<file path="config.mk">
export PLATFORM = sky130hd
export DESIGN_NAME = divider
export DESIGN_NICKNAME = d
export VERILOG_FILES = /design/src/rtl/divider_pkg.sv /design/src/rtl/div_step.sv /design/src/rtl/divider.sv
export SDC_FILE = /design/constraint.sdc
export NUM_CORES = 1
export LEC_CHECK = 0
export CAP_MARGIN = 0
export CORE_UTILIZATION = 55
export DETAILED_ROUTE_END_ITERATION = 10
export GPL_ROUTABILITY_DRIVEN = 0
export MAX_ROUTING_LAYER = met4
export PLACE_DENSITY = 0.85
export SYNTH_ARGS = -nofsm -noshare
export SYNTH_HDL_FRONTEND = slang
export SYNTH_SLANG_ARGS = --single-unit
</file>
<file path="constraint.sdc">
create_clock -name clk -period 3.2 [get_ports clk]
set_input_delay 0.48 -clock clk [delete_from_list [all_inputs] [get_ports clk]]
set_output_delay 0.48 -clock clk [all_outputs]
set_load 0.05 [all_outputs]
</file>
<file path="src/rtl/divider_pkg.sv">
// Shared operation codes and FSM state encodings for the divider and multiplier.
package divider_pkg;

  localparam logic [5:0] SigDivu  = 6'b011011;
  localparam logic [5:0] SigMultu = 6'b011001;
  localparam logic [5:0] SigOut   = 6'b111111;
  localparam logic [5:0] SigMflo  = 6'b010010;

  // Count value at which the 32nd iteration is performed.
  localparam logic [5:0] LastIter = 6'd31;

  typedef enum logic [1:0] {
    StIdle,
    StRun,
    StDone
  } fsm_state_e;

endpackage

</file>
<file path="src/rtl/div_step.sv">
// One restoring-division iteration: shift rem/quot left, compare 33 bits, conditionally subtract.
module div_step (
  input  logic [63:0] rem_quot,
  input  logic [31:0] divisor,
  output logic [63:0] rem_quot_next
);

  logic [32:0] upper;
  logic [31:0] diff;

  always_comb begin
    // Upper 33 bits of the left-shifted register; bit 32 keeps the carry out of the shift.
    upper = rem_quot[63:31];
    // A taken subtract always leaves a result below the divisor, so 32 bits suffice.
    diff  = rem_quot[62:31] - divisor;
    if (upper >= {1'b0, divisor}) begin
      rem_quot_next = {diff, rem_quot[30:0], 1'b1};
    end else begin
      rem_quot_next = {rem_quot[62:0], 1'b0};
    end
  end

endmodule

</file>
<file path="src/rtl/divider.sv">
// Multi-cycle 32-bit unsigned restoring divider; result is held until copied out by OUT.
module divider
  import divider_pkg::*;
#(
  parameter logic [5:0] DIVU = SigDivu,
  parameter logic [5:0] OUT  = SigOut,
  parameter logic [5:0] MFLO = SigMflo
) (
  input  logic        clk,
  input  logic        reset,
  input  logic [31:0] dataA,
  input  logic [31:0] dataB,
  input  logic [5:0]  Signal,
  output logic [63:0] dataOut,
  output logic        busy,
  output logic        divZero
);

  fsm_state_e  state_q, state_d;
  logic [5:0]  count_q, count_d;
  logic [63:0] rq_q, rq_d;
  logic [31:0] divisor_q, divisor_d;
  logic [63:0] out_q, out_d;
  logic        dz_q, dz_d;
  logic [63:0] step_next;

  div_step u_div_step (
    .rem_quot      (rq_q),
    .divisor       (divisor_q),
    .rem_quot_next (step_next)
  );

  always_comb begin
    state_d   = state_q;
    count_d   = count_q;
    rq_d      = rq_q;
    divisor_d = divisor_q;
    out_d     = out_q;
    dz_d      = dz_q;

    unique case (state_q)
      StIdle: begin
        if (Signal == DIVU) begin
          divisor_d = dataB;
          count_d   = '0;
          if (dataB != 32'd0) begin
            rq_d    = {32'd0, dataA};
            state_d = StRun;
          end else begin
            rq_d    = {dataA, 32'hFFFF_FFFF};
            dz_d    = 1'b1;
            state_d = StDone;
          end
        end
      end
      StRun: begin
        rq_d    = step_next;
        count_d = count_q + 6'd1;
        if (count_q == LastIter) begin
          state_d = StDone;
        end
      end
      StDone: begin
        if (Signal == OUT) begin
          out_d = rq_q;
        end else if (Signal == DIVU) begin
          // A new divide replaces the held result without passing through IDLE.
          divisor_d = dataB;
          count_d   = '0;
          if (dataB != 32'd0) begin
            rq_d    = {32'd0, dataA};
            state_d = StRun;
          end else begin
            rq_d    = {dataA, 32'hFFFF_FFFF};
            dz_d    = 1'b1;
            state_d = StDone;
          end
        end else if (Signal == MFLO) begin
          count_d = '0;
          dz_d    = 1'b0;
          state_d = StIdle;
        end
      end
      default: begin
        state_d = StIdle;
      end
    endcase
  end

  always_ff @(posedge clk or negedge reset) begin
    if (!reset) begin
      state_q   <= StIdle;
      count_q   <= '0;
      rq_q      <= '0;
      divisor_q <= '0;
      out_q     <= '0;
      dz_q      <= 1'b0;
    end else begin
      state_q   <= state_d;
      count_q   <= count_d;
      rq_q      <= rq_d;
      divisor_q <= divisor_d;
      out_q     <= out_d;
      dz_q      <= dz_d;
    end
  end

  assign dataOut = out_q;
  assign busy    = (state_q == StRun);
  assign divZero = dz_q;

endmodule

</file>
==> results of run 1 <==
## report_power, final
group | internal, uW | switching [uW]
clock network | 1300 | 823
logic | 2090 | 3240
registers | 2720 | 518
## per-stage QoR
step,std cells,total power [uW],util (%)
global route,1347,11400,69.3
floorplan,1014,7160,-
detailed placement,1318,8360,65.6
finish,1347,10700,69.3
CTS,1347,10500,69.3
global placement,1318,8190,65.6
## worst min-delay path by stage
stage / slack, ns / cells past startpoint / to
floorplan: 0.18 / 0 / count_q[0]
global placement: 0.47 / 1 / dataOut[52]
detailed placement: 0.48 / 1 / dataOut[52]
CTS: 0.03 / 1 / count_q[2]
global route: 0.06 / 1 / dataOut[52]
finish: 0.01 / 1 / dataOut[52]
## cell usage in the layout (no fill, tap or decap), types with 5 or more instances in the layout
cell type        count
a31oi_1             25
nand3_1             20
dfrtp_1            169
o21ai_1              7
nor2_1              63
a21oi_1             41
clkbuf_16           17
inv_1               40
o211ai_1             8
o21ai_0             64
nand4_1             15
xnor2_1             19
clkdlybuf4s50_1    135
nor2b_1              5
xor2_1               9
nand2_1            150
o31ai_1             34
and3_1              28
buf_12               6
a21o_1               8
nand2b_1             5
mux2_2              64
nor3_1              41
nor4_1               9
a211oi_1            31
ha_1                33
buf_4               15
## worst register-to-register path, delay by kind of cell (launching register included)
kind            cells  cell delay (ns)
simple gates        3             0.71
compound gates      5             0.99
fa+ha+maj           1             0.46
buf+inv             1             0.19
flops               1             0.47
## routing by layer
layer  wire length [um]  GRT usage, %  up-vias
met5                  0             -        -
met4               1370          16.3        0
met3               1550          5.29       96
met2              12000          47.7      423
met1              10600          38.8     4071
li1                   -             -     3812
## flip-flops by register name (all words and copies together), names as in the netlist
name / count
dataOut: 64
rq_q: 64
divisor_q: 32
count_q: 6
state_q: 2
divZero: 1
## what timing repair did
item	4_1_cts	5_1_grt
buffers inserted	0	0
gates resized for setup	0	2
setup endpoints to repair	0	26
## cell families after synthesis
group | share of synthesized area [%]
AND/OR/NAND/NOR | 17.3
XOR/XNOR | 2.62
multiplexers | 8.01
AO/OA/AOI/OAI | 17.1
buffers and inverters | 5.31
flip-flops | 45.1
adder cells (fa/ha/maj) | 4.62
## layout make-up
class,count,area (um2)
Multi-Input combinational cell,731,4680
Sequential cell,169,4230
Clock inverter,7,118
Inverter,41,155
Timing Repair Buffer,157,1600
Tap cell,220,275
Fill cell,1262,5110
Clock buffer,22,484
==> flow_metrics.env, run 1 <==
export IMPL_grt_pass1_vias=8034
export IMPL_pin_count=138
export IMPL_synthFlopType="dfrtp_1"
export IMPL_rsz0062_at_grt="no"
export IMPL_critical_path_class="reg -> reg"
export IMPL_die_height_um=133
export IMPL_clk_pin_slew_ns=0.06
export IMPL_synth_largest_area_cell="dfrtp_1"
export IMPL_hold_viol_final=0
export IMPL_yosys_top_cells_area="dfrtp_1, mux2_2, nand2_1, ha_1, o21ai_0"
export IMPL_grt_pass1_wl_um=41300
export IMPL_cts_max_path_buffers=2
export IMPL_setup_worst_path_end="rq_q[46]"
export IMPL_cp_cell_sequence="ha_1, a21oi_2, nor2_1, and4bb_1, o21ai_2, o21a_1, or2_4, buf_4, o21ai_0, a21oi_1"
export IMPL_path_depth=10
export IMPL_antenna_cells=0
export IMPL_grt_overflow=0
export IMPL_tightest_slew_ns=0.778
export IMPL_synth_cells=1014
export IMPL_path_buf_inv=1
export IMPL_synth_area_um2=9380
export IMPL_reg2reg_from="rq_q[37]"
export IMPL_place_area_um2=10900
export IMPL_initial_core_util_pct=56.3
export IMPL_finalWirelength_um=25600
export IMPL_cp_top_family="compound AO/OA/AOI/OAI gates"
export IMPL_ff2ff_setup_slack_ns=0.23
export IMPL_syn_avg_cell_area_um2=9.25
export IMPL_wl_per_cell_um=19.0
export IMPL_fp_row_count=47
export IMPL_drive_gt1_share_pct=11.4
export IMPL_die_w_um=133
export IMPL_synth_cell_type_count=61
export IMPL_cp_start_kind="register"
export IMPL_synth_seq_cells=169
export IMPL_viasPerCell=6.24
export IMPL_holdBufCountCts=0
export IMPL_post_route_period_util_pct=92.8
export IMPL_ant_nets=0
export IMPL_cts_root_buffer="clkbuf_16"
export IMPL_nets=1223
export IMPL_min_path_type="in -> async"
export IMPL_finalWorstSetupSlack_ns=0.230
export IMPL_gr_usage_all_layers_pct=30.8
export IMPL_setup_viol=0
export IMPL_area_delta_synth_final_pct=23.0
export IMPL_drc_errors=0
export IMPL_fin_crit_ns=2.97
export IMPL_initialDrtViolationCount=922
export IMPL_arrival_ns=3.24
export IMPL_crit_fanout=12
export IMPL_coreArea_um2=16600
export IMPL_powerDensity_nw_per_um2=926
export IMPL_cp_end_kind="register"
export IMPL_dp_hpwl_um=17900
export IMPL_netlist_area_leader_share_pct=45.1
export IMPL_yosysWarnings=0
export IMPL_dr_total_vias=8402
export IMPL_grt_max_degree=83
export IMPL_synth_nets=1120
export IMPL_skew_ns=0.0113
export IMPL_p_leak_uw=0.00513
export IMPL_synth_most_common_cell="dfrtp_1"
export IMPL_synth_edff_count=0
export IMPL_cts_tree="yes"
export IMPL_hold_ws_ns=0.0137
export IMPL_stdcell_area_um2=11500
export IMPL_die_area_um2=17600
export IMPL_worst_ep_required_time_ns=3.47
export IMPL_cap_violations=0
export IMPL_numCtsBuffers=17
export IMPL_cts_sinks=169
export IMPL_tns_ns=0
export IMPL_slowest_delay_ns=0.47
export IMPL_drv_slew=0
export IMPL_drt_pass1_iter_count=8
export IMPL_port_buffers=137
export IMPL_synth_commonest_cells="dfrtp_1, nand2_1, nor2_1"
export IMPL_synth_seq_area_share_pct=45.1
export IMPL_synthArstFlopShare_pct=100
export IMPL_ir_drop_uv=596
export IMPL_worstSetupStartpoint="rq_q[37]"
export IMPL_r2r_cells=10
export IMPL_fmax_mhz=337
export IMPL_antenna_found_initial=0
export IMPL_r2r_end="rq_q[46]"
export IMPL_dp_slack_ns=0.180
export IMPL_crit_slowest_cell="dfrtp_1"
export IMPL_status="finished, final reports clean"
export IMPL_clk_latency_ns=0.43
export IMPL_h_tree_depth=4
export IMPL_slew_headroom_pct=48.1
Power figures use the tool's default switching activity.
==> run 2: changes to the inputs <==
- ABC_AREA: default -> 1
- CAP_MARGIN: 0 -> 15
- CORE_UTILIZATION: 55 -> 56
==> run 2 against run 1 <==
  * The flow now finishes with violations (DRC, hold timing)
  * Sequential power down 26%
  * Flip-flop and latch count unchanged
  * Final area up 11%
==> flow_metrics.env, run 2 <==
export IMPL_slew_headroom_pct=34.8
export IMPL_drive_gt1_share_pct=6.44
export IMPL_numCtsBuffers=17
export IMPL_yosysWarnings=0
export IMPL_die_w_um=140
export IMPL_antenna_cells=0
export IMPL_ir_drop_uv=393
export IMPL_layout_common_cells="nand2_1, inv_1, o21ai_0"
export IMPL_nets=1754
export IMPL_drt_pass1_iter_count=9
export IMPL_viasPerCell=5.45
export IMPL_clk_pin_slew_ns=0.08
export IMPL_use_met2_pct=49.8
export IMPL_synth_seq_cells=169
export IMPL_grt_overflow=0
export IMPL_cts_max_path_buffers=2
export IMPL_synth_largest_area_cell="dfrtp_1"
export IMPL_coreArea_um2=18600
export IMPL_skew_ns=0.00966
export IMPL_finalWorstSetupSlack_ns=0.513
export IMPL_dr_total_vias=10321
export IMPL_tightest_slew_ns=0.976
export IMPL_place_area_um2=12200
export IMPL_synthArstFlopShare_pct=100
export IMPL_die_area_um2=19500
export IMPL_pin_count=138
export IMPL_violations="DRC, hold timing"
export IMPL_rsz0062_at_grt="no"
export IMPL_p_leak_uw=0.00640
export IMPL_cts_resized=0
export IMPL_reg2reg_from="rq_q[40]"
export IMPL_wl_per_cell_um=15.6
export IMPL_setup_viol=0
export IMPL_ant_nets=0
export IMPL_synthFlopType="dfrtp_1"
export IMPL_stdcell_area_um2=12800
export IMPL_cts_root_buffer="clkbuf_16"
export IMPL_synth_nets=1638
export IMPL_initial_core_util_pct=57.0
export IMPL_cts_sinks=169
export IMPL_post_cts_buffers=0
export IMPL_finalNonFillerCells=1895
export IMPL_synth_edff_count=0
export IMPL_crit_fanout=9
export IMPL_top_usage_layer="met2"
export IMPL_post_route_period_util_pct=84.0
export IMPL_grt_use_met3_pct=4.71
export IMPL_finalWirelength_um=29500
export IMPL_grt_max_degree=106
export IMPL_cp_start_kind="register"
export IMPL_grt_pass1_wl_um=47900
export IMPL_critical_path_class="reg -> out"
export IMPL_syn_avg_cell_area_um2=6.94
export IMPL_powerDensity_nw_per_um2=455
export IMPL_port_buffers=137
export IMPL_holdBufCountCts=0
export IMPL_min_path_type="in -> async"
export IMPL_die_height_um=140
export IMPL_dp_hpwl_um=22400
export IMPL_grt_pass1_vias=9564
export IMPL_r2r_cells=13
export IMPL_ff2ff_setup_slack_ns=0.53
export IMPL_dp_slack_ns=0.471
export IMPL_area_delta_synth_final_pct=20.0
export IMPL_initialDrtViolationCount=1236
export IMPL_synth_area_um2=10600
export IMPL_yosys_top_cells_area="dfrtp_1, nand2_1, inv_1, o21ai_0, nand3_1"
export IMPL_cts_tree="yes"
export IMPL_hold_viol_final=6
export IMPL_status="finished with violations"
export IMPL_r2r_end="rq_q[45]"
export IMPL_met1_usage_pct=41.4
export IMPL_fin_crit_ns=2.69
export IMPL_clk_latency_ns=0.44
export IMPL_h_tree_depth=4
export IMPL_synth_commonest_cells="nand2_1, inv_1, o21ai_0"
export IMPL_fp_row_count=50
export IMPL_final_common_cell="nand2_1"
export IMPL_dp_cells=1863
export IMPL_gr_usage_all_layers_pct=32.5
export IMPL_hold_ws_ns=-0.00826
export IMPL_worst_ep_required_time_ns=2.72
export IMPL_drv_slew=0
export IMPL_fmax_mhz=372
export IMPL_cp_end_kind="output port"
export IMPL_drc_errors=1
export IMPL_tns_ns=0
export IMPL_cap_violations=0
export IMPL_synth_cell_type_count=45
export IMPL_synth_cells=1532
export IMPL_synth_seq_area_share_pct=39.8
export IMPL_netlist_area_leader_share_pct=39.8
export IMPL_arrival_ns=2.21
export IMPL_synth_most_common_cell="nand2_1"
export IMPL_antenna_found_initial=0
[run 2: cell types whose count changed after synthesis, sizes merged, moves of 31 or more]
cell / change
nand2: +299
inv: +234
o21ai: +124
nand3: +86
mux2: -56
nor2: +53
nor3: -37
o31ai: -32
a211oi: -31
[run 2: metrics by stage]
stage | utilization [%] | hold slack (ns) | total power [uW]
global placement | 65.2 | 0.466 | 3720
global route | 68.4 | 0.0372 | 6070
floorplan | - | 0.184 | 3280
finish | 68.4 | -0.00826 | 5810
CTS | 68.4 | 0.0206 | 5800
detailed placement | 65.2 | 0.474 | 3760
[run 2: worst max path at each step]
stage | startpoint | to | slack, ns | cells after the start
floorplan | rq_q[31] | rq_q[48] | 1.15 | 15
global placement | Signal[4] | rq_q[35] | 0.57 | 13
detailed placement | Signal[4] | rq_q[35] | 0.47 | 13
CTS | state_q[0] | busy | 0.55 | 3
global route | rq_q[40] | rq_q[47] | 0.36 | 13
finish | state_q[0] | busy | 0.51 | 3
[run 2: critical path, cell delays in order, from the launching register on]
cell	delay [ns]
dfrtp_1	0.46
inv_2	0.10
nor2_4	0.31
clkdlybuf4s50_1	0.88
[run 2: cells by family (layout without fill, tap and decap cells)]
logic type / count (synthesis) / after routing / share of synthesized area, %
xor+xnor: 6 / 6 / 0.494
buf+inv: 334 / 463 / 12.8
fa+ha+maj: 34 / 34 / 4.07
simple gates: 715 / 715 / 28.9
flops: 169 / 169 / 39.8
mux: 8 / 8 / 0.848
compound gates: 266 / 266 / 13.1
[run 2: per-layer routing]
layer,vias up,wire length (um)
met1,4688,12500
li1,5026,-
met5,-,0
met4,0,1590
met2,499,13400
met3,108,2050
[run 2: where the power goes]
| part | switching [uW] | leakage, uW | total (uW) | internal (uW) |
|---|---|---|---|---|
| clock | 986 | 0.000290 | 2050 | 1060 |
| sequential | 122 | 0.00204 | 2410 | 2290 |
| combinational | 871 | 0.00407 | 1350 | 476 |
| total | 1980 | 0.00640 | 5810 | 3830 |
[run 2: final cells by class]
type,count,area [um2]
Fill cell,1552,5890
Multi-Input combinational cell,1029,5050
Sequential cell,169,4230
Timing Repair Buffer,156,1550
Inverter,275,1030
Clock buffer,18,439
Tap cell,234,293
Clock inverter,14,159
